### src/rtl/hough_pkg.sv
// Shared types and defaults for the Hough peak scanner: accumulator geometry,
// line record layout and scan FSM encoding.
package hough_pkg;

  localparam int unsigned DEF_NUM_RHO   = 1024;
  localparam int unsigned DEF_NUM_THETA = 180;
  localparam int unsigned ACC_AW        = 18;
  localparam int unsigned VOTE_W        = 32;
  localparam int unsigned REC_RHO_W     = 10;
  localparam int unsigned REC_THETA_W   = 8;

  typedef struct packed {
    logic [REC_RHO_W-1:0]   rho;
    logic [REC_THETA_W-1:0] theta;
    logic [VOTE_W-1:0]      votes;
  } line_rec_t;

  typedef enum logic [2:0] {
    IDLE,
    SCAN,
    FLUSH,
    DRAIN,
    DONE
  } scan_state_t;

endpackage

### src/rtl/hough_line_fifo.sv
// First-word-fall-through FIFO of line records; head is valid whenever !empty.
// DEPTH must be a power of two, >= 2.
module hough_line_fifo
  import hough_pkg::*;
#(
  parameter int unsigned DEPTH = 4
) (
  input  logic                    clk,
  input  logic                    rst,
  input  logic                    push,
  input  line_rec_t               push_rec,
  input  logic                    pop,
  output line_rec_t               head,
  output logic                    empty,
  output logic [$clog2(DEPTH):0]  count
);

  localparam int unsigned PTR_W = $clog2(DEPTH);

  line_rec_t        mem_q [DEPTH];
  line_rec_t        mem_d [DEPTH];
  logic [PTR_W-1:0] wr_ptr_q, wr_ptr_d;
  logic [PTR_W-1:0] rd_ptr_q, rd_ptr_d;
  logic [PTR_W:0]   cnt_q, cnt_d;
  logic             do_push, do_pop;

  always_comb begin
    do_pop   = pop && (cnt_q != '0);
    // A push on a full FIFO is only accepted when the head leaves in the same cycle.
    do_push  = push && ((cnt_q != (PTR_W+1)'(DEPTH)) || do_pop);
    mem_d    = mem_q;
    wr_ptr_d = wr_ptr_q;
    rd_ptr_d = rd_ptr_q;
    cnt_d    = cnt_q;
    if (do_push) begin
      mem_d[wr_ptr_q] = push_rec;
      wr_ptr_d        = wr_ptr_q + PTR_W'(1);
    end
    if (do_pop) begin
      rd_ptr_d = rd_ptr_q + PTR_W'(1);
    end
    case ({do_push, do_pop})
      2'b10:   cnt_d = cnt_q + (PTR_W+1)'(1);
      2'b01:   cnt_d = cnt_q - (PTR_W+1)'(1);
      default: cnt_d = cnt_q;
    endcase
  end

  always_ff @(posedge clk) begin
    mem_q <= mem_d;
  end

  always_ff @(posedge clk or negedge rst) begin
    if (!rst) begin
      wr_ptr_q <= '0;
      rd_ptr_q <= '0;
      cnt_q    <= '0;
    end else begin
      wr_ptr_q <= wr_ptr_d;
      rd_ptr_q <= rd_ptr_d;
      cnt_q    <= cnt_d;
    end
  end

  assign head  = mem_q[rd_ptr_q];
  assign empty = (cnt_q == '0);
  assign count = cnt_q;

endmodule

### src/rtl/hough_peak_scanner.sv
// Linear scan of the Hough accumulator, emitting cells with votes >= threshold.
// HOUGH_PEAK_CLEAR_EN: each cell is read then written to zero (2 cycles/cell).
module hough_peak_scanner
  import hough_pkg::*;
#(
  parameter int unsigned NUM_RHO    = DEF_NUM_RHO,
  parameter int unsigned NUM_THETA  = DEF_NUM_THETA,
  parameter int unsigned RHO_W      = REC_RHO_W,
  parameter int unsigned THETA_W    = REC_THETA_W,
  parameter int unsigned FIFO_DEPTH = 4
) (
  input  logic                clk,
  input  logic                rst,
  input  logic                start,
  input  logic [VOTE_W-1:0]   threshold,
  output logic                busy,
  output logic                done,
  output logic [15:0]         lines_found,
  output logic [ACC_AW-1:0]   acc_addr_o,
  input  logic [VOTE_W-1:0]   acc_data_i,
  output logic [VOTE_W-1:0]   acc_data_o,
  output logic [3:0]          acc_we_o,
  output logic                line_valid,
  input  logic                line_ready,
  output logic [RHO_W-1:0]    line_rho,
  output logic [THETA_W-1:0]  line_theta,
  output logic [VOTE_W-1:0]   line_votes
);

  // RHO_W/THETA_W must not exceed the record field widths in hough_pkg.
  localparam int unsigned          CNT_W      = $clog2(FIFO_DEPTH) + 1;
  localparam logic [RHO_W-1:0]     LAST_RHO   = RHO_W'(NUM_RHO - 1);
  localparam logic [THETA_W-1:0]   LAST_THETA = THETA_W'(NUM_THETA - 1);

  scan_state_t         state_q, state_d;
  logic                busy_q, busy_d;
  logic                done_q, done_d;
  logic [15:0]         lines_q, lines_d;
  logic [VOTE_W-1:0]   thr_q, thr_d;
  logic [RHO_W-1:0]    rho_q, rho_d, tag_rho_q, tag_rho_d;
  logic [THETA_W-1:0]  theta_q, theta_d, tag_theta_q, tag_theta_d;
  logic [ACC_AW-1:0]   addr_q, addr_d;
  logic                rd_vld_q, rd_vld_d;
`ifdef HOUGH_PEAK_CLEAR_EN
  logic                wr_ph_q, wr_ph_d;
`endif

  logic                room, last_cell, push, pop, advance, fifo_empty;
  logic [CNT_W-1:0]    fifo_count;
  line_rec_t           push_rec, head;

  // Counting the in-flight read keeps the FIFO from ever being pushed while full.
  assign room      = (32'(fifo_count) + 32'(rd_vld_q)) < FIFO_DEPTH;
  assign last_cell = (rho_q == LAST_RHO) && (theta_q == LAST_THETA);
  assign push      = rd_vld_q && (acc_data_i >= thr_q);
  assign pop       = line_valid && line_ready;
  assign push_rec  = '{rho:   REC_RHO_W'(tag_rho_q),
                       theta: REC_THETA_W'(tag_theta_q),
                       votes: acc_data_i};

  hough_line_fifo #(
    .DEPTH (FIFO_DEPTH)
  ) u_fifo (
    .clk      (clk),
    .rst      (rst),
    .push     (push),
    .push_rec (push_rec),
    .pop      (pop),
    .head     (head),
    .empty    (fifo_empty),
    .count    (fifo_count)
  );

  always_comb begin
    state_d     = state_q;
    busy_d      = busy_q;
    done_d      = 1'b0;
    lines_d     = lines_q;
    thr_d       = thr_q;
    rho_d       = rho_q;
    theta_d     = theta_q;
    addr_d      = addr_q;
    rd_vld_d    = 1'b0;
    tag_rho_d   = tag_rho_q;
    tag_theta_d = tag_theta_q;
    advance     = 1'b0;
`ifdef HOUGH_PEAK_CLEAR_EN
    wr_ph_d     = wr_ph_q;
`endif

    if (push && (lines_q != 16'hFFFF)) begin
      lines_d = lines_q + 16'd1;
    end

    unique case (state_q)
      IDLE: begin
        if (start) begin
          state_d = SCAN;
          busy_d  = 1'b1;
          thr_d   = threshold;
          lines_d = '0;
          rho_d   = '0;
          theta_d = '0;
          addr_d  = '0;
        end
      end
      SCAN: begin
`ifdef HOUGH_PEAK_CLEAR_EN
        if (wr_ph_q) begin
          wr_ph_d = 1'b0;
          advance = 1'b1;
        end else if (room) begin
          rd_vld_d    = 1'b1;
          tag_rho_d   = rho_q;
          tag_theta_d = theta_q;
          wr_ph_d     = 1'b1;
        end
`else
        if (room) begin
          rd_vld_d    = 1'b1;
          tag_rho_d   = rho_q;
          tag_theta_d = theta_q;
          advance     = 1'b1;
        end
`endif
      end
      FLUSH: begin
        if (!rd_vld_q) begin
          state_d = DRAIN;
        end
      end
      DRAIN: begin
        if (fifo_empty) begin
          state_d = DONE;
          busy_d  = 1'b0;
          done_d  = 1'b1;
        end
      end
      DONE: begin
        state_d = IDLE;
      end
      default: begin
        state_d = IDLE;
      end
    endcase

    if (advance) begin
      if (last_cell) begin
        state_d = FLUSH;
      end else if (rho_q == LAST_RHO) begin
        rho_d   = '0;
        theta_d = theta_q + THETA_W'(1);
        addr_d  = addr_q + ACC_AW'(1);
      end else begin
        rho_d   = rho_q + RHO_W'(1);
        addr_d  = addr_q + ACC_AW'(1);
      end
    end
  end

  always_ff @(posedge clk or negedge rst) begin
    if (!rst) begin
      state_q     <= IDLE;
      busy_q      <= 1'b0;
      done_q      <= 1'b0;
      lines_q     <= '0;
      thr_q       <= '0;
      rho_q       <= '0;
      theta_q     <= '0;
      addr_q      <= '0;
      rd_vld_q    <= 1'b0;
      tag_rho_q   <= '0;
      tag_theta_q <= '0;
`ifdef HOUGH_PEAK_CLEAR_EN
      wr_ph_q     <= 1'b0;
`endif
    end else begin
      state_q     <= state_d;
      busy_q      <= busy_d;
      done_q      <= done_d;
      lines_q     <= lines_d;
      thr_q       <= thr_d;
      rho_q       <= rho_d;
      theta_q     <= theta_d;
      addr_q      <= addr_d;
      rd_vld_q    <= rd_vld_d;
      tag_rho_q   <= tag_rho_d;
      tag_theta_q <= tag_theta_d;
`ifdef HOUGH_PEAK_CLEAR_EN
      wr_ph_q     <= wr_ph_d;
`endif
    end
  end

  assign busy        = busy_q;
  assign done        = done_q;
  assign lines_found = lines_q;
  assign acc_addr_o  = addr_q;
  assign acc_data_o  = '0;
`ifdef HOUGH_PEAK_CLEAR_EN
  assign acc_we_o    = {4{wr_ph_q}};
`else
  assign acc_we_o    = '0;
`endif
  assign line_valid  = !fifo_empty;
  assign line_rho    = line_valid ? head.rho[RHO_W-1:0]     : '0;
  assign line_theta  = line_valid ? head.theta[THETA_W-1:0] : '0;
  assign line_votes  = line_valid ? head.votes              : '0;

endmodule

### config.mk
export PLATFORM = sky130hd
export DESIGN_NAME = hough_peak_scanner
export DESIGN_NICKNAME = d
export VERILOG_FILES = /design/src/rtl/hough_pkg.sv /design/src/rtl/hough_line_fifo.sv /design/src/rtl/hough_peak_scanner.sv
export SDC_FILE = /design/constraint.sdc
export NUM_CORES = 1
export LEC_CHECK = 0
export ABC_AREA = 1
export CAP_MARGIN = 10
export CORE_MARGIN = 3
export CORE_UTILIZATION = 50
export CTS_CLUSTER_SIZE = 30
export DETAILED_ROUTE_END_ITERATION = 8
export GPL_TIMING_DRIVEN = 1
export PLACE_DENSITY = 0.8
export SYNTH_ARGS = -nofsm -noshare
export SYNTH_HDL_FRONTEND = slang
export SYNTH_HIERARCHICAL = 1
export SYNTH_SLANG_ARGS = --single-unit
### constraint.sdc
create_clock -name clk -period 4.2 [get_ports clk]
set_input_delay 0.84 -clock clk [delete_from_list [all_inputs] [get_ports clk]]
set_output_delay 0.84 -clock clk [all_outputs]
set_load 0.01 [all_outputs]
==> flow_metrics.tcl <==
set metrics [dict create \
    timing.final.crit_share 0.899 \
    total_power_uw 6420 \
    hpwlAfterDp_mm 22.5 \
    clock_skew_ns 0.0218 \
    grt_first_pass_wirelength_mm 54.2 \
    cts_tree "done" \
    drt_iter0_markers 858 \
    hold_buffers 0 \
    vias 10800 \
    clkTransAtPathRegs_ns 0.06 \
    ys_seq_elements 315 \
    cts_buffers 34 \
    final_max_slew_viol_count 0 \
    fmax_ghz 0.265 \
    cp.arrival_ns 2.94 \
    peakVddDrop_uv 386 \
    final_antenna_net_count 0 \
    cp-startpoint "u_fifo/rd_ptr_q[1]$_DFFE_PN0P_" \
    place_inst 2051 \
    cp_cell_sequence "buf_4, o211ai_2, nand2_1, inv_1, nor2_1, clkdlybuf4s50_1" \
    grt_pass1_vias 10900 \
    clock_latency_ns 0.51 \
    drive_gt1_frac 0.105 \
    syn2layout_area_growth_pct 19.6 \
    die_w_um 180 \
    pwr_density_cell_nw_per_um2 353 \
    postCtsSetupBuffers 0 \
    cts_resized 0 \
    post-route-drc-count 0 \
    gp_congestion 0.877 \
    worstPathRequired_ns 3.36 \
    portBuffers 154 \
    htreeDepth 2 \
    tightest_slew_ns 1.02 \
    synth.cell_area_sq_um 15200 \
    reg2reg_slack_ns 1.24 \
    num-fill-cells 2342 \
    yosysSeqAreaShare 0.584 \
    clock-sinks 315 \
    syn_area_per_cell_sq_um 9.82 \
    die_h_um 180 \
    antenna_found_initial 3 \
    cts_root_buf "clkbuf_16" \
    worst_setup_path_end_kind "output pin" \
    grt_max_degree 66 \
    dieArea_sq_um 32600 \
    crit_type "reg -> out" \
    core_sq_um 29800 \
    hold_viol 0 \
    crit_fanout 65 \
    synth_cells 1549 \
    status "finished, final reports clean" \
    io_pins 191 \
    crit_end "line_votes[16]" \
    final_net_count 1807 \
    synthDistinctLibCells 44 \
    start_kind "flip-flop" \
    rsz0062_at_grt "false" \
    stdcell_count 2116 \
    fin_area_sq_um 18200 \
    worstReg2RegEnd "u_fifo/count[2]$_DFFE_PN0P_" \
    grt_overflow 0 \
    cpPeakStageDelay_ns 1.01 \
    power.static_leakage_uw 0.00829 \
    avgViaCountPerCell 5.11 \
    yosysWarnings 6 \
    drt_first_pass_iters 5 \
    wl_mm 33.2 \
    reg2reg_depth 15 \
    rows 63 \
    routedWlPerCell_um 15.7 \
    floorplan.initialDensity 0.511 \
    min_period_ns 3.78 \
    max-cap-violations 0 \
    cts_buffer_depth 3 \
    min_path_type "in -> async" \
    r2r_start "u_fifo/count[0]$_DFFE_PN0P_" \
    setup-violations-final 0 \
    cp_slowest_cell "dfrtp_4" \
    post_dp_cell_area_sq_um 17000 \
    grt_usage 0.201 \
    fin_util 0.611 \
    maxSlewHeadroom 0.316 \
]
cell usage in the layout, fill, tap and decap left out, types with 2 or more instances in the layout:
cell type	Yosys	layout
nand2_1	256	256
inv_1	250	248
nor2_1	206	202
edfxtp_1	200	200
clkdlybuf4s50_1	0	153
o21ai_0	133	133
dfrtp_1	115	114
o211ai_2	49	49
nand3_1	44	44
ha_1	41	41
conb_1	1	36
clkbuf_16	0	34
nand2_2	33	33
nand4_1	30	30
a21oi_1	26	26
nor3_1	20	20
buf_4	40	16
nor2_4	4	8
buf_12	0	8
xor2_1	7	7
o22ai_1	5	5
clkinv_2	0	5
clkbuf_8	0	5
a31oi_1	4	4
inv_6	0	4
diode_2	0	3
inv_2	1	3
bufinv_16	0	3
clkinv_1	0	3
clkbuf_1	27	3
nor3b_1	2	2
o21a_1	2	2
nor2_2	2	2
xnor2_1	2	2
inv_4	2	2
clkinv_4	0	2
clkinv_8	0	2
cell families (layout without fill, tap and decap cells):
family          Yosys count  count (layout)  synth area share
xor+xnor                  9               9           0.00518
simple gates            601             601             0.169
flops                   315             315             0.584
compound gates          228             228             0.102
other cells               1              39          0.000246
fa+ha+maj                42              42            0.0350
buf+inv                 353             492             0.105
through the flow:
| step | setup WS, ns | hold slack (ns) | setup TNS, ns |
|---|---|---|---|
| after floorplan | -0.444 | 0.453 | -88.85 |
| after global placement | 0.355 | 0.487 | 0 |
| after detailed placement | 0.242 | 0.491 | 0 |
| after CTS | 0.380 | 0.383 | 0 |
| after global routing | 0.257 | 0.406 | 0 |
| final | 0.423 | 0.372 | 0 |
registers in the layout (all words and copies together), names as in the netlist:
| name | cells |
|---|---|
| acc_addr_o | 18 |
| busy | 1 |
| done | 1 |
| lines_found | 16 |
| rd_vld_q | 1 |
| rho_q | 10 |
| state_q | 3 |
| tag_rho_q | 10 |
| tag_theta_q | 8 |
| theta_q | 8 |
| thr_q | 32 |
| u_fifo/count | 3 |
| u_fifo/mem_q | 200 |
| u_fifo/rd_ptr_q | 2 |
| u_fifo/wr_ptr_q | 2 |
critical path: cells and delay by family, from the launching register on:
family / cells / cell delay, ns
AO/OA/AOI/OAI: 1 / 0.13
buffers and inverters: 3 / 1.06
flip-flops: 1 / 1.01
AND/OR/NAND/NOR: 2 / 0.19
area by class of cell:
type	instances	area [sq um]	share of cell area
Antenna cell	3	7.51	0.000413
Clock buffer	42	931	0.0512
Clock inverter	20	216	0.0119
Inverter	253	957	0.0526
Multi-Input combinational cell	916	4900	0.269
Sequential cell	315	8890	0.488
Tap cell	390	488	0.0268
Timing Repair Buffer	177	1810	0.0996
synthesized netlist by cell type:
master / number / area (sq um)
o221ai_1: 1 / 8.76
o32ai_1: 1 / 8.76
nor2_2: 2 / 12.5
nor2_1: 206 / 773
nand2_4: 1 / 11.3
fa_1: 1 / 20.0
clkbuf_1: 27 / 101
a31oi_1: 4 / 25.0
a21oi_1: 26 / 130
nor3b_1: 2 / 15.0
conb_1: 1 / 3.75
inv_2: 1 / 3.75
nand2_1: 256 / 961
o211ai_1: 1 / 7.51
o21bai_1: 1 / 7.51
buf_6: 11 / 124
nand3_2: 1 / 10.0
inv_1: 250 / 938
o211ai_2: 49 / 613
xnor2_1: 2 / 17.5
edfxtp_1: 200 / 6010
buf_4: 40 / 300
o21ai_0: 133 / 666
a32oi_1: 1 / 8.76
nor3_1: 20 / 100
nor4_1: 1 / 6.26
a22o_1: 1 / 8.76
buf_8: 1 / 15.0
xor2_1: 7 / 61.3
o31ai_1: 1 / 7.51
buf_2: 16 / 80.1
o21a_1: 2 / 15.0
o22ai_1: 5 / 31.3
nand2_2: 33 / 206
nand4_1: 30 / 188
buf_1: 5 / 18.8
a21boi_0: 1 / 7.51
nor2_4: 4 / 45.0
dfrtp_1: 115 / 2880
nand3_1: 44 / 220
ha_1: 41 / 513
nand4_4: 1 / 21.3
a21boi_1: 1 / 7.51
inv_4: 2 / 12.5
worst min path at each step:
stage / to / slack [ns] / depth (start not counted) / startpoint
4_1_cts: lines_found[8]$_DFF_PN0_ / 0.38 / 1 / rst
3_5_place_dp: busy$_DFFE_PN0P_ / 0.49 / 2 / busy$_DFFE_PN0P_
6_report: lines_found[8]$_DFF_PN0_ / 0.37 / 1 / rst
3_3_place_gp: acc_addr_o[17]$_DFF_PN0_ / 0.49 / 1 / acc_addr_o[17]$_DFF_PN0_
5_1_grt: lines_found[8]$_DFF_PN0_ / 0.41 / 1 / rst
2_1_floorplan: thr_q[0]$_DFFE_PN0P_ / 0.45 / 2 / thr_q[0]$_DFFE_PN0P_
report_power, final:
group	switching [uW]	internal, uW	total [uW]
sequential	0.00000265	3290	3290
combinational	80.2	63.9	144
clock	1210	1780	2990
total	1290	5140	6420
layer usage:
metal	vias to the layer above	routed length (um)	GRT usage
li1	5286	-	-
met1	5199	14400	0.259
met2	280	16100	0.345
met3	58	1840	0.0394
met4	0	836	0.0639
met5	-	0	0
No activity file was read; power rests on OpenSTA's default activity.
